**src/rtl/fc_layer_seq.sv**
```systemverilog
// fc_layer_seq: address/control sequencer for one fully-connected layer.
// Each RUN cycle issues one chunk of LANES activations/weights to the MAC.
// IN_LEN/LANES chunks make up one output neuron. A PIPE_LAT-deep delay line
// turns each neuron's final chunk into a write strobe for the next-layer RAM.
module fc_layer_seq #(
    parameter int LANES    = 16,
    parameter int IN_LEN   = 512,
    parameter int OUT_LEN  = 256,
    parameter int IN_AW    = 9,
    parameter int OUT_AW   = 8,
    parameter int WADDR_W  = 17,
    parameter int PIPE_LAT = 2
) (
    input  logic               clk_i,
    input  logic               rst_ni,
    input  logic               start_i,
    input  logic               stall_i,
    output logic [IN_AW-1:0]   in_addr_o,
    output logic [WADDR_W-1:0] w_addr_o,
    output logic [OUT_AW-1:0]  b_addr_o,
    output logic               bias_ena_o,
    output logic               acc_last_o,
    output logic               wr_en_o,
    output logic [OUT_AW-1:0]  wr_addr_o,
    output logic               busy_o,
    output logic               done_o
);

    localparam logic [1:0] S_IDLE  = 2'd0;
    localparam logic [1:0] S_RUN   = 2'd1;
    localparam logic [1:0] S_DRAIN = 2'd2;
    localparam logic [1:0] S_DONE  = 2'd3;

    localparam logic [IN_AW-1:0]   LAST_IN  = IN_AW'(IN_LEN - LANES);
    localparam logic [IN_AW-1:0]   STEP     = IN_AW'(LANES);
    localparam logic [OUT_AW-1:0]  LAST_B   = OUT_AW'(OUT_LEN - 1);
    localparam logic [WADDR_W-1:0] IN_LEN_W = WADDR_W'(IN_LEN);

    logic [1:0]         state_q, state_d;
    logic [IN_AW-1:0]   in_addr_q, in_addr_d;
    logic [OUT_AW-1:0]  b_addr_q, b_addr_d;

    // Delay line: one {last, neuron} entry per stage, stage PIPE_LAT-1 is the output.
    logic [PIPE_LAT-1:0]             dl_last_q, dl_last_d;
    logic [PIPE_LAT-1:0][OUT_AW-1:0] dl_addr_q, dl_addr_d;

    logic run;
    logic advance;
    logic is_first;
    logic is_last;
    logic pending;

    assign run      = (state_q == S_RUN);
    assign advance  = ~stall_i;
    assign is_first = (in_addr_q == '0);
    assign is_last  = (in_addr_q == LAST_IN);

    // Chunk-level outputs are only meaningful while issuing, so gate them by RUN.
    always_comb begin
        bias_ena_o = run & is_first;
        acc_last_o = run & is_last;
        w_addr_o   = '0;
        if (run) begin
            w_addr_o = WADDR_W'(b_addr_q) * IN_LEN_W + WADDR_W'(in_addr_q);
        end
    end

    // A write is still in flight if any stage ahead of the output stage holds one.
    always_comb begin
        pending = 1'b0;
        for (int i = 0; i < PIPE_LAT - 1; i++) begin
            pending = pending | dl_last_q[i];
        end
    end

    // Sequencer: walk chunks within a neuron, then neurons, then drain the pipe.
    always_comb begin
        state_d   = state_q;
        in_addr_d = in_addr_q;
        b_addr_d  = b_addr_q;
        case (state_q)
            S_IDLE: begin
                if (start_i) begin
                    state_d   = S_RUN;
                    in_addr_d = '0;
                    b_addr_d  = '0;
                end
            end
            S_RUN: begin
                if (advance) begin
                    if (is_last) begin
                        if (b_addr_q == LAST_B) begin
                            state_d = S_DRAIN;
                        end else begin
                            in_addr_d = '0;
                            b_addr_d  = b_addr_q + 1'b1;
                        end
                    end else begin
                        in_addr_d = in_addr_q + STEP;
                    end
                end
            end
            S_DRAIN: begin
                if (advance && !pending) begin
                    state_d = S_DONE;
                end
            end
            S_DONE: begin
                state_d   = S_IDLE;
                in_addr_d = '0;
                b_addr_d  = '0;
            end
            default: begin
                state_d = S_IDLE;
            end
        endcase
    end

    // Shift the delay line one stage per unstalled cycle, feeding the current chunk in.
    always_comb begin
        dl_last_d = dl_last_q;
        dl_addr_d = dl_addr_q;
        if (advance) begin
            dl_last_d[0] = run & is_last;
            dl_addr_d[0] = b_addr_q;
            for (int i = 1; i < PIPE_LAT; i++) begin
                dl_last_d[i] = dl_last_q[i-1];
                dl_addr_d[i] = dl_addr_q[i-1];
            end
        end
    end

    // State, counters and delay line registers; reset aborts any run in progress.
    always_ff @(posedge clk_i or negedge rst_ni) begin
        if (!rst_ni) begin
            state_q   <= S_IDLE;
            in_addr_q <= '0;
            b_addr_q  <= '0;
            dl_last_q <= '0;
            dl_addr_q <= '0;
        end else begin
            state_q   <= state_d;
            in_addr_q <= in_addr_d;
            b_addr_q  <= b_addr_d;
            dl_last_q <= dl_last_d;
            dl_addr_q <= dl_addr_d;
        end
    end

    assign in_addr_o = in_addr_q;
    assign b_addr_o  = b_addr_q;
    assign wr_en_o   = dl_last_q[PIPE_LAT-1] & ~stall_i;
    assign wr_addr_o = dl_addr_q[PIPE_LAT-1];
    assign busy_o    = (state_q == S_RUN) || (state_q == S_DRAIN);
    assign done_o    = (state_q == S_DONE);

endmodule

```
**config.mk**
```make
export PLATFORM = sky130hd
export DESIGN_NAME = fc_layer_seq
export DESIGN_NICKNAME = d
export VERILOG_FILES = /design/src/rtl/fc_layer_seq.sv
export SDC_FILE = /design/constraint.sdc
export NUM_CORES = 1
export LEC_CHECK = 0
export ABC_CLOCK_PERIOD_IN_PS = 2400
export BUFFER_PORTS_ARGS = -buffer_cell sky130_fd_sc_hd__buf_2
export CAP_MARGIN = 5
export CORE_MARGIN = 2
export CORE_UTILIZATION = 51
export CTS_CLUSTER_DIAMETER = 200
export DETAILED_ROUTE_END_ITERATION = 10
export GPL_TIMING_DRIVEN = 0
export PLACE_DENSITY = 0.76
export SLEW_MARGIN = 20
export SYNTH_ARGS = -nofsm -noshare
export SYNTH_HDL_FRONTEND = slang
export SYNTH_SLANG_ARGS = --single-unit
```
**constraint.sdc**
```tcl
create_clock -name clk_i -period 2.4 [get_ports clk_i]
set_input_delay 0.36 -clock clk_i [delete_from_list [all_inputs] [get_ports clk_i]]
set_output_delay 0.36 -clock clk_i [all_outputs]
set_load 0.005 [all_outputs]
```
; Word-level counts from Yosys, hierarchy flattened
; Index checks and enable logic that the tools add are counted.
[classes]
addsub = 3
eq_ne = 12
muxes = 17
bitwise = 4
reduce_logical = 9
[op_table]
columns = operator, n
row1 = 9-bit 2-to-1 mux, 4
row2 = 8-bit 2-to-1 mux, 4
row3 = 9-bit one-hot mux with 3 select lines, 1
row4 = 8-bit one-hot mux with 3 select lines, 1
row5 = 17-bit by 9-bit adder with 17-bit output, 1
row6 = 17-bit 2-to-1 mux, 1
row7 = 2-bit 2-to-1 mux, 5
row8 = 5-bit AND reduction, 2
row9 = 9-bit by 5-bit adder with 9-bit output (second input constant), 1
row10 = 9-bit == test (second input constant), 1
row11 = 9-bit zero test, 1
row12 = 8-bit by 1-bit adder with 8-bit output (second input constant), 1
row13 = 8-bit == test (second input constant), 1
row14 = 2-bit inequality test (second input constant), 4
row15 = 2-bit one-hot mux with 4 select lines, 1
row16 = 2-bit == test (second input constant), 2
row17 = 2-bit by 1-bit inequality test with 1-bit output (second input constant), 2
row18 = 4-bit AND reduction, 1
row19 = 1-bit bitwise AND, 3
row20 = 3-bit inequality test (second input constant), 1
row21 = 3-bit nonzero test, 1
row22 = 2-bit by 1-bit == test with 1-bit output (second input constant), 1
row23 = 2-bit zero test, 1
row24 = 1-bit logical AND, 1
row25 = 3 further kinds, 3
[totals]
register_bits = 37
in_bits = 4
out_inout_bits = 47
elab_cells = 51

; Depth between registers and ports, before layout
; Gate-level depths: netlist of the first run.
[depth]
depth_word = 5
ltp_mapped = 7
ltp_nobuf = 7

; Worst setup path after synthesis of the first run
; No wires, ideal clock.
[synth_timing]
kind = reg2reg
startpoint = register in_addr_q[4] (netlist: in_addr_o[4])
endpoint = register state_q[1]
setup_time_ns = 0.128
t_arrival_ns = 1.892
slack_ns = 0.381
stages_incl_launch_ff = 8
n_path_buf = 0
cell_sequence = dfrtp_1 > ha_1 > and3_1 > ha_1 > inv_1 > or3_4 > a21oi_2 > mux2_1
[synth_between]
elab_chain_len = 3
[synth_lines]
columns = item, line
row1 = "start, declared", 40  ; logic [IN_AW-1:0] in_addr_q, in_addr_d;
row2 = "start signal, assigned", 143  ; in_addr_q <= in_addr_d;
row3 = 9-bit == test, 56  ; assign is_last = (in_addr_q == LAST_IN);
row4 = 2-bit by 1-bit inequality test with 1-bit output (no line), -
row5 = 5-bit AND reduction (no line), -
row6 = "end signal, assigned", 142  ; state_q <= state_d;
row7 = "end, declared", 39  ; logic [1:0] state_q, state_d;
; No other way between the ends.
; A chain may end at the register's enable or synchronous reset.

; Worst setup path after layout of the first run
; Same ends and word-level chain as after synthesis.

==> impl_summary.txt, run 1 <==
----------------------------------------------------
[Global routing]
  Pin count of the biggest net entering global routing ... 34
  Number of global-route vias before repair ... 1458
  All-Layer GR Usage ... 20.76%
  First-pass GRT wire length ... 6.568 mm
  Total global routing overflow ... 0
  Initial antenna violation count ... 0

[Floorplanning]
  Area enclosed by the die boundary ... 4082 um2
  Floorplan Core Area ... 3390 um2
  Die X-Extent ... 63.89 um
  Effective utilization at floorplan ... 53.97%
  Total number of placement rows ... 21
  Overall die height ... 63.89 um
  IO Pins ... 51

[Power and ir drop]
  Share of total power in the clock network ... 27.4%
  Internal portion of total power ... 0.001126 W
  Peak ir drop on the vdd network ... 0.4434 mV
  Portion of total power attributed to sequential cells ... 45.9%
  Power Dens Cells ... 714.2 nW/um2
  Net Switching ... 0.0004532 W
  Leakage power ... 1.226 nW
  Share of power burned in combinational logic ... 26.7%
  Switching portion of total power ... 28.70%

[Drt]
  Total Wirelength ... 3.785 mm
  DR pass1 iterations ... 4
  Post-route DRC ... 0
  Number of nets with antenna violations after routing ... 0
  Number of vias per cell ... 5.244
  Initial drt markers ... 47
  Total number of vias ... 1416
  Mean routed wirelength per cell ... 14.02 um

[Final layout]
  NumNets Final ... 236
  Commonest non-fill, non-tap cells in the layout ... buf_2, dfrtp_1, mux2_2
  Syn-to-layout area delta ... 20.86%
  Inserted Diodes ... 0
  Fraction of final layout cells with drive strength greater than 1 ... 41.07%
  Leading cell type in the layout, fill and taps excluded ... buf_2
  Count of non-filler cells in the finished layout ... 270

[Clocking]
  Maximum clock insertion buffer count ... 2
  Clock sinks ... 33
  Library cell used as clock root buffer ... clkbuf_4
  H-tree level count ... 2
  Clock tree from TritonCTS ... built
  Setup Fix Bufs, Post-CTS ... 0
  Total CTS buffers ... 5
  Clock latency of the later-clocked register in the worst-skew pair ... 0.33 ns
  Post-CTS clock slew at the launch and capture registers of the worst setup and hold paths ... 0.10 ns

[Yosys]
  Warnings from Yosys ... 0
  Number of distinct library cells after synthesis ... 36
  Area of the mapped netlist ... 1829 um2
  Register bit total from synthesis ... 33
  Per-instance average area after synthesis ... 10.95 um2
  Cells after synthesis ... 167
  Post-synthesis sequential area ratio ... 45.14%

[Place]
  I/O Buffers ... 42
  Final HPWL DP ... 2.802 mm
  Cells after DPL ... 262
  Routability congestion estimate from global placement ... 0.8335

[Worst setup path]
  Arrival @ worst endpoint ... 2.50 ns
  Nature of the critical path endpoint ... flop
  Required time of the worst setup path ... 2.62 ns
  Buffers plus inverters on the worst setup path ... 1
  CP Launch Type ... flop
  Slowest cell on the critical path ... dfrtp_1
  Maximum fanout along the worst path ... 6
  Slowest Stage Delay on Critical Path ... 0.46 ns
  Setup slack of the most critical reg-to-reg path ... 0.12 ns
  WS Path Type ... reg2reg
  Category of cells accounting for the largest share of critical-path delay ... simple AND/OR/NAND/NOR gates
  Cell-by-cell trace of the critical path ... ha_1, and3_1, ha_1, inv_1, or3_4, a21oi_2, mux2_1
  Critical path's most frequent cell ... ha_1

[Timing]
  Slew headroom ... 51.66%
  Setup TNS ... 0 ns
  Number of setup violations in the final report ... 0
  Final Hold Vio Count ... 0
  Unrepaired setup endpoints after global routing ... no
  FMAX ... 438.6 MHz
  Minimum clock period after layout ... 2.280 ns
  Period utilization ... 94.99%
  Skew final ... 0.009500 ns
  Transition time of the tightest slew-check pin ... 0.7252 ns
  Final Slew Violations ... 0

[Job]
  Max-cap check violation count ... 0

[Status]
  Outcome ... finished clean

[Hold path]
  Class of the most critical hold timing path ... in2async

----------------------------------------------------
[power groups by stage]
stage / Combinational (W) / Sequential, W / Clock [W]
after floorplan: 0.000256 / 0.000721 / 0
after global placement: 0.000410 / 0.000728 / 0
after detailed placement: 0.000422 / 0.000736 / 0
after CTS: 0.000426 / 0.000726 / 0.000445
after global routing: 0.000474 / 0.000744 / 0.000469
final: 0.000421 / 0.000725 / 0.000433
[registers in the layout, summed over array words and instances, names as in the netlist]
name	flops
state_q	2
dl_addr_q	8
b_addr_o	8
wr_addr_o	8
in_addr_o	5
dl_last_q	2
[layout make-up]
type,count,area [um2]
Fill cell,279,1179
Timing Repair Buffer,42,210.2
Tap cell,46,57.56
Clock inverter,1,30.03
Buffer,22,148.9
Multi-Input combinational cell,112,857.1
Inverter,7,26.28
Sequential cell,33,825.8
Clock buffer,7,55.05
[cells in the mapped netlist, drive strengths merged]
| cell type | number | area share [%] |
|---|---|---|
| a31oi | 1 | 0.34 |
| a22o | 2 | 0.96 |
| nand4 | 1 | 0.68 |
| mux2i | 2 | 1.1 |
| nand2 | 7 | 1.4 |
| a211oi | 2 | 0.82 |
| nand2b | 1 | 0.34 |
| nor2b | 1 | 0.34 |
| o21a | 1 | 0.41 |
| nor2 | 4 | 0.82 |
| and3 | 2 | 0.68 |
| conb | 1 | 0.21 |
| inv | 7 | 1.4 |
| a21o | 3 | 1.2 |
| and4b | 1 | 0.55 |
| nand3 | 7 | 1.9 |
| a221o | 4 | 2.2 |
| mux2 | 20 | 12 |
| nor3b | 3 | 1.2 |
| dfrtp | 33 | 45 |
| o21ai | 6 | 1.6 |
| ha | 9 | 6.2 |
| a211o | 1 | 0.48 |
| nor4 | 3 | 1.0 |
| o32ai | 1 | 0.48 |
| a21boi | 1 | 0.41 |
| buf | 19 | 7.4 |
| and2 | 15 | 5.1 |
| clkbuf | 3 | 0.62 |
| xnor2 | 1 | 0.48 |
| or3 | 3 | 1.3 |
| a21oi | 2 | 0.75 |
[stage by stage]
stage / total power (W) / hold slack [ns] / utilization, % / cell area (um2) / worst slack, ns
2_1_floorplan: 0.0009774 / 0.06441 / - / 1856 / 0.3808
3_3_place_gp: 0.001138 / 0.4453 / 62.64 / 2123 / 0.2442
3_5_place_dp: 0.001158 / 0.4659 / 62.64 / 2123 / 0.1733
4_1_cts: 0.001598 / 0.09271 / 65.23 / 2211 / 0.1224
5_1_grt: 0.001687 / 0.1159 / 65.23 / 2211 / 0.003950
6_report: 0.001579 / 0.07690 / 65.23 / 2211 / 0.1202
[kinds of logic after synthesis]
| kind of cell | share of synthesized area, % |
|---|---|
| DFF | 45.14 |
| muxes | 13.41 |
| buffers and inverters | 9.439 |
| AOI/OAI and AO/OA | 9.713 |
| adders and majority gates | 6.156 |
| xor gates and xnor gates | 0.4789 |
| other | 0.2050 |
| and+or+nand+nor | 15.46 |
[routing by layer]
| metal | GRT usage, % | routed length, um | vias to the layer above |
|---|---|---|---|
| met2 | 37.11 | 1940 | 49 |
| met4 | 7.337 | 66 | 0 |
| met1 | 23.82 | 1549 | 685 |
| met3 | 5.282 | 228 | 11 |
| met5 | 0 | 0 | - |
| li1 | - | - | 671 |
[path summary, 6_finish.rpt]
check                                         start                        to  depth (start not counted)
max reg2reg                in_addr_o[4]$_DFFE_PN0P_    state_q[1]$_DFFE_PN0P_                          7
min                                          rst_ni  dl_addr_q[3]$_DFFE_PN0N_                          1
max in group asynchronous                    rst_ni  dl_addr_q[5]$_DFFE_PN0N_                          1
max                        in_addr_o[4]$_DFFE_PN0P_    state_q[1]$_DFFE_PN0P_                          7
min in group clk_i         dl_addr_q[1]$_DFFE_PN0N_  wr_addr_o[1]$_DFFE_PN0N_                          1
min reg2reg                dl_addr_q[1]$_DFFE_PN0N_  wr_addr_o[1]$_DFFE_PN0N_                          1
[timing repair]
action                     CTS  global route
hold buffers                 0             0
gates resized for setup      2             0
setup endpoints to repair    8             0
(Power assumes the default switching activity.)
==> run 2, diff against run 1 <==
Settings changed: CORE_UTILIZATION 51 to 52, PLACE_DENSITY 0.76 to 0.78.
==> impl_summary.txt, run 2 (same netlist as run 1, synthesis figures left out) <==
----------------------------------------------------
[Worst setup path]
  Instance count on the critical path ... 6 (-1)
  Critical path's most frequent cell ... clkbuf_2
  Worst r2r path cells ... 7 (unchanged)
  Category of cells accounting for the largest share of critical-path delay ... buffers and inverters
  Slowest cell on the critical path ... dfrtp_1
  Maximum fanout along the worst path ... 10 (+4)
  Slowest Stage Delay on Critical Path ... 0.42 ns (-0.04 ns)
  Required time of the worst setup path ... 2.04 ns (-0.58 ns)
  Arrival @ worst endpoint ... 1.91 ns (-0.59 ns)
  CP Launch Type ... flop
  Buffers plus inverters on the worst setup path ... 4 (+3)
  Nature of the critical path endpoint ... output pin
  WS Path Type ... reg2out
  Cell-by-cell trace of the critical path ... inv_1, ha_1, clkbuf_2, clkbuf_2, and2_1, buf_2

[Clocking]
  Post-CTS clock slew at the launch and capture registers of the worst setup and hold paths ... 0.10 ns (about the same)
  Clock tree from TritonCTS ... built
  Clock sinks ... 33 (unchanged)
  Number of hold-repair buffers added at the cts stage ... 0 (unchanged)
  Library cell used as clock root buffer ... clkbuf_4
  Number of resized instances in the post-cts repair step ... 2 (unchanged)
  Clock latency of the later-clocked register in the worst-skew pair ... 0.33 ns (about the same)
  Maximum clock insertion buffer count ... 2 (unchanged)
  Total CTS buffers ... 5 (unchanged)
  H-tree level count ... 2 (unchanged)
  Setup Fix Bufs, Post-CTS ... 0 (unchanged)

[Global routing]
  Pin count of the biggest net entering global routing ... 34 (unchanged)
  Initial antenna violation count ... 0 (unchanged)
  Total global routing overflow ... 0 (unchanged)
  First-pass GRT wire length ... 5.595 mm (-15%)
  Number of global-route vias before repair ... 1278 (-12%)
  All-Layer GR Usage ... 18.11% (-2.6 points)

[Floorplanning]
  Floorplan Core Area ... 3363 um2 (-0.78%)
  Effective utilization at floorplan ... 54.39% (+0.42 points)
  Total number of placement rows ... 21 (unchanged)
  Die X-Extent ... 63.31 um (-0.91%)
  IO Pins ... 51 (unchanged)
  Overall die height ... 63.31 um (-0.91%)
  Area enclosed by the die boundary ... 4008 um2 (-1.8%)

[Final layout]
  NumNets Final ... 236 (unchanged)
  Commonest non-fill, non-tap cells in the layout ... buf_2, dfrtp_1, mux2_2
  Inserted Diodes ... 0 (unchanged)
  Fin util ... 64.84% (-0.38 points)
  Syn-to-layout area delta ... 19.22%
  Filler Cell Count ... 325 (+16%)
  Leading cell type in the layout, fill and taps excluded ... buf_2
  Fraction of final layout cells with drive strength greater than 1 ... 40.81% (-0.26 points)

[Drt]
  Total Wirelength ... 3.288 mm (-13%)
  Number of nets with antenna violations after routing ... 0 (unchanged)
  Post-route DRC ... 0 (unchanged)
  Mean routed wirelength per cell ... 12.22 um (-13%)
  Initial drt markers ... 89 (+89%)
  Number of vias per cell ... 5.186 (-1.1%)
  DR pass1 iterations ... 4 (unchanged)
  Total number of vias ... 1395 (-1.5%)

[Power and ir drop]
  Post-route total power ... 0.001439 W (-8.8%)
  Power Dens Cells ... 660.0 nW/um2 (-7.6%)
  Leakage power ... 1.212 nW (-1.2%)
  Peak ir drop on the vdd network ... 0.4174 mV (-5.8%)

[Timing]
  Minimum clock period after layout ... 2.267 ns (-0.01245 ns)
  Unrepaired setup endpoints after global routing ... no
  Number of setup violations in the final report ... 0 (unchanged)
  Slew headroom ... 52.44% (+0.79 points)
  Setup TNS ... 0 ns (unchanged)
  Final Hold Vio Count ... 0 (unchanged)
  Skew final ... 0.009481 ns (-0.00001956 ns)
  Period utilization ... 94.47% (-0.52 points)
  Final Slew Violations ... 0 (unchanged)
  FMAX ... 441.0 MHz (+0.55%)
  Transition time of the tightest slew-check pin ... 0.7133 ns (-0.01183 ns)

[Job]
  Max-cap check violation count ... 0 (unchanged)

[Place]
  Routability congestion estimate from global placement ... 0.7826 (-6.1%)
  Final HPWL DP ... 2.450 mm (-13%)
  I/O Buffers ... 42 (unchanged)

[Hold path]
  Class of the most critical hold timing path ... in2async

[Status]
  Outcome ... finished clean

----------------------------------------------------
-- run 2: cell types whose count changed in the layout (fill, tap and decap cells not counted) --
cell	delta
bufinv_16	-1
-- run 2: final timing paths --
| kind | from | slack [ns] | to |
|---|---|---|---|
| max reg2reg | in_addr_o[4]$_DFFE_PN0P_ | 0.19 | state_q[1]$_DFFE_PN0P_ |
| min reg2reg | dl_addr_q[4]$_DFFE_PN0N_ | 0.50 | wr_addr_o[4]$_DFFE_PN0N_ |
| min | rst_ni | 0.07 | dl_last_q[1]$_DFFE_PN0N_ |
| max | state_q[1]$_DFFE_PN0P_ | 0.13 | w_addr_o[16] |
| min in group clk_i | dl_addr_q[4]$_DFFE_PN0N_ | 0.50 | wr_addr_o[4]$_DFFE_PN0N_ |
| max in group asynchronous | rst_ni | 1.86 | b_addr_o[5]$_DFFE_PN0P_ |
-- run 2: worst reg2reg max path, cell delays in order (launching register included) --
cell and delay [ns]:
dfrtp_1 0.45, ha_1 0.21, and3_1 0.16, ha_1 0.22, inv_1 0.10, or3_4 0.42
a21oi_2 0.21, mux2_1 0.34
-- run 2: power by group --
| part | internal [W] | switching, W |
|---|---|---|
| Combinational | 0.000237 | 0.000173 |
| Clock | 0.000138 | 0.000169 |
| Sequential | 0.000639 | 0.0000833 |
-- run 2: cell type report --
class	count	area (um2)	share of cell area, %
inverters	7	26.28	1.205
clock buffers	7	55.05	2.524
flip-flops and latches	33	825.8	37.87
repair buffers	42	210.2	9.639
plain buffers	22	148.9	6.827
multi-input cells	112	857.1	39.30
well taps	46	57.56	2.639
-- run 2: layer usage --
layer	track usage, %	up-vias	part of all wire, %
met5	0	-	0
li1	-	675	-
met3	6.071	6	6.4
met4	4.891	0	1.2
met1	21.43	676	45
met2	31.52	38	48
-- run 2: through the flow --
| stage | hold WS [ns] | std cells | setup WS, ns | cell area, um2 |
|---|---|---|---|---|
| 6_report | 0.07102 | 269 | 0.1326 | 2181 |
| 5_1_grt | 0.1385 | 269 | 0.008074 | 2181 |
| 4_1_cts | 0.08744 | 269 | 0.1265 | 2181 |
| 3_5_place_dp | 0.4531 | 262 | 0.1896 | 2123 |
| 3_3_place_gp | 0.4517 | 262 | 0.1582 | 2123 |
| 2_1_floorplan | 0.06441 | 174 | 0.3808 | 1856 |
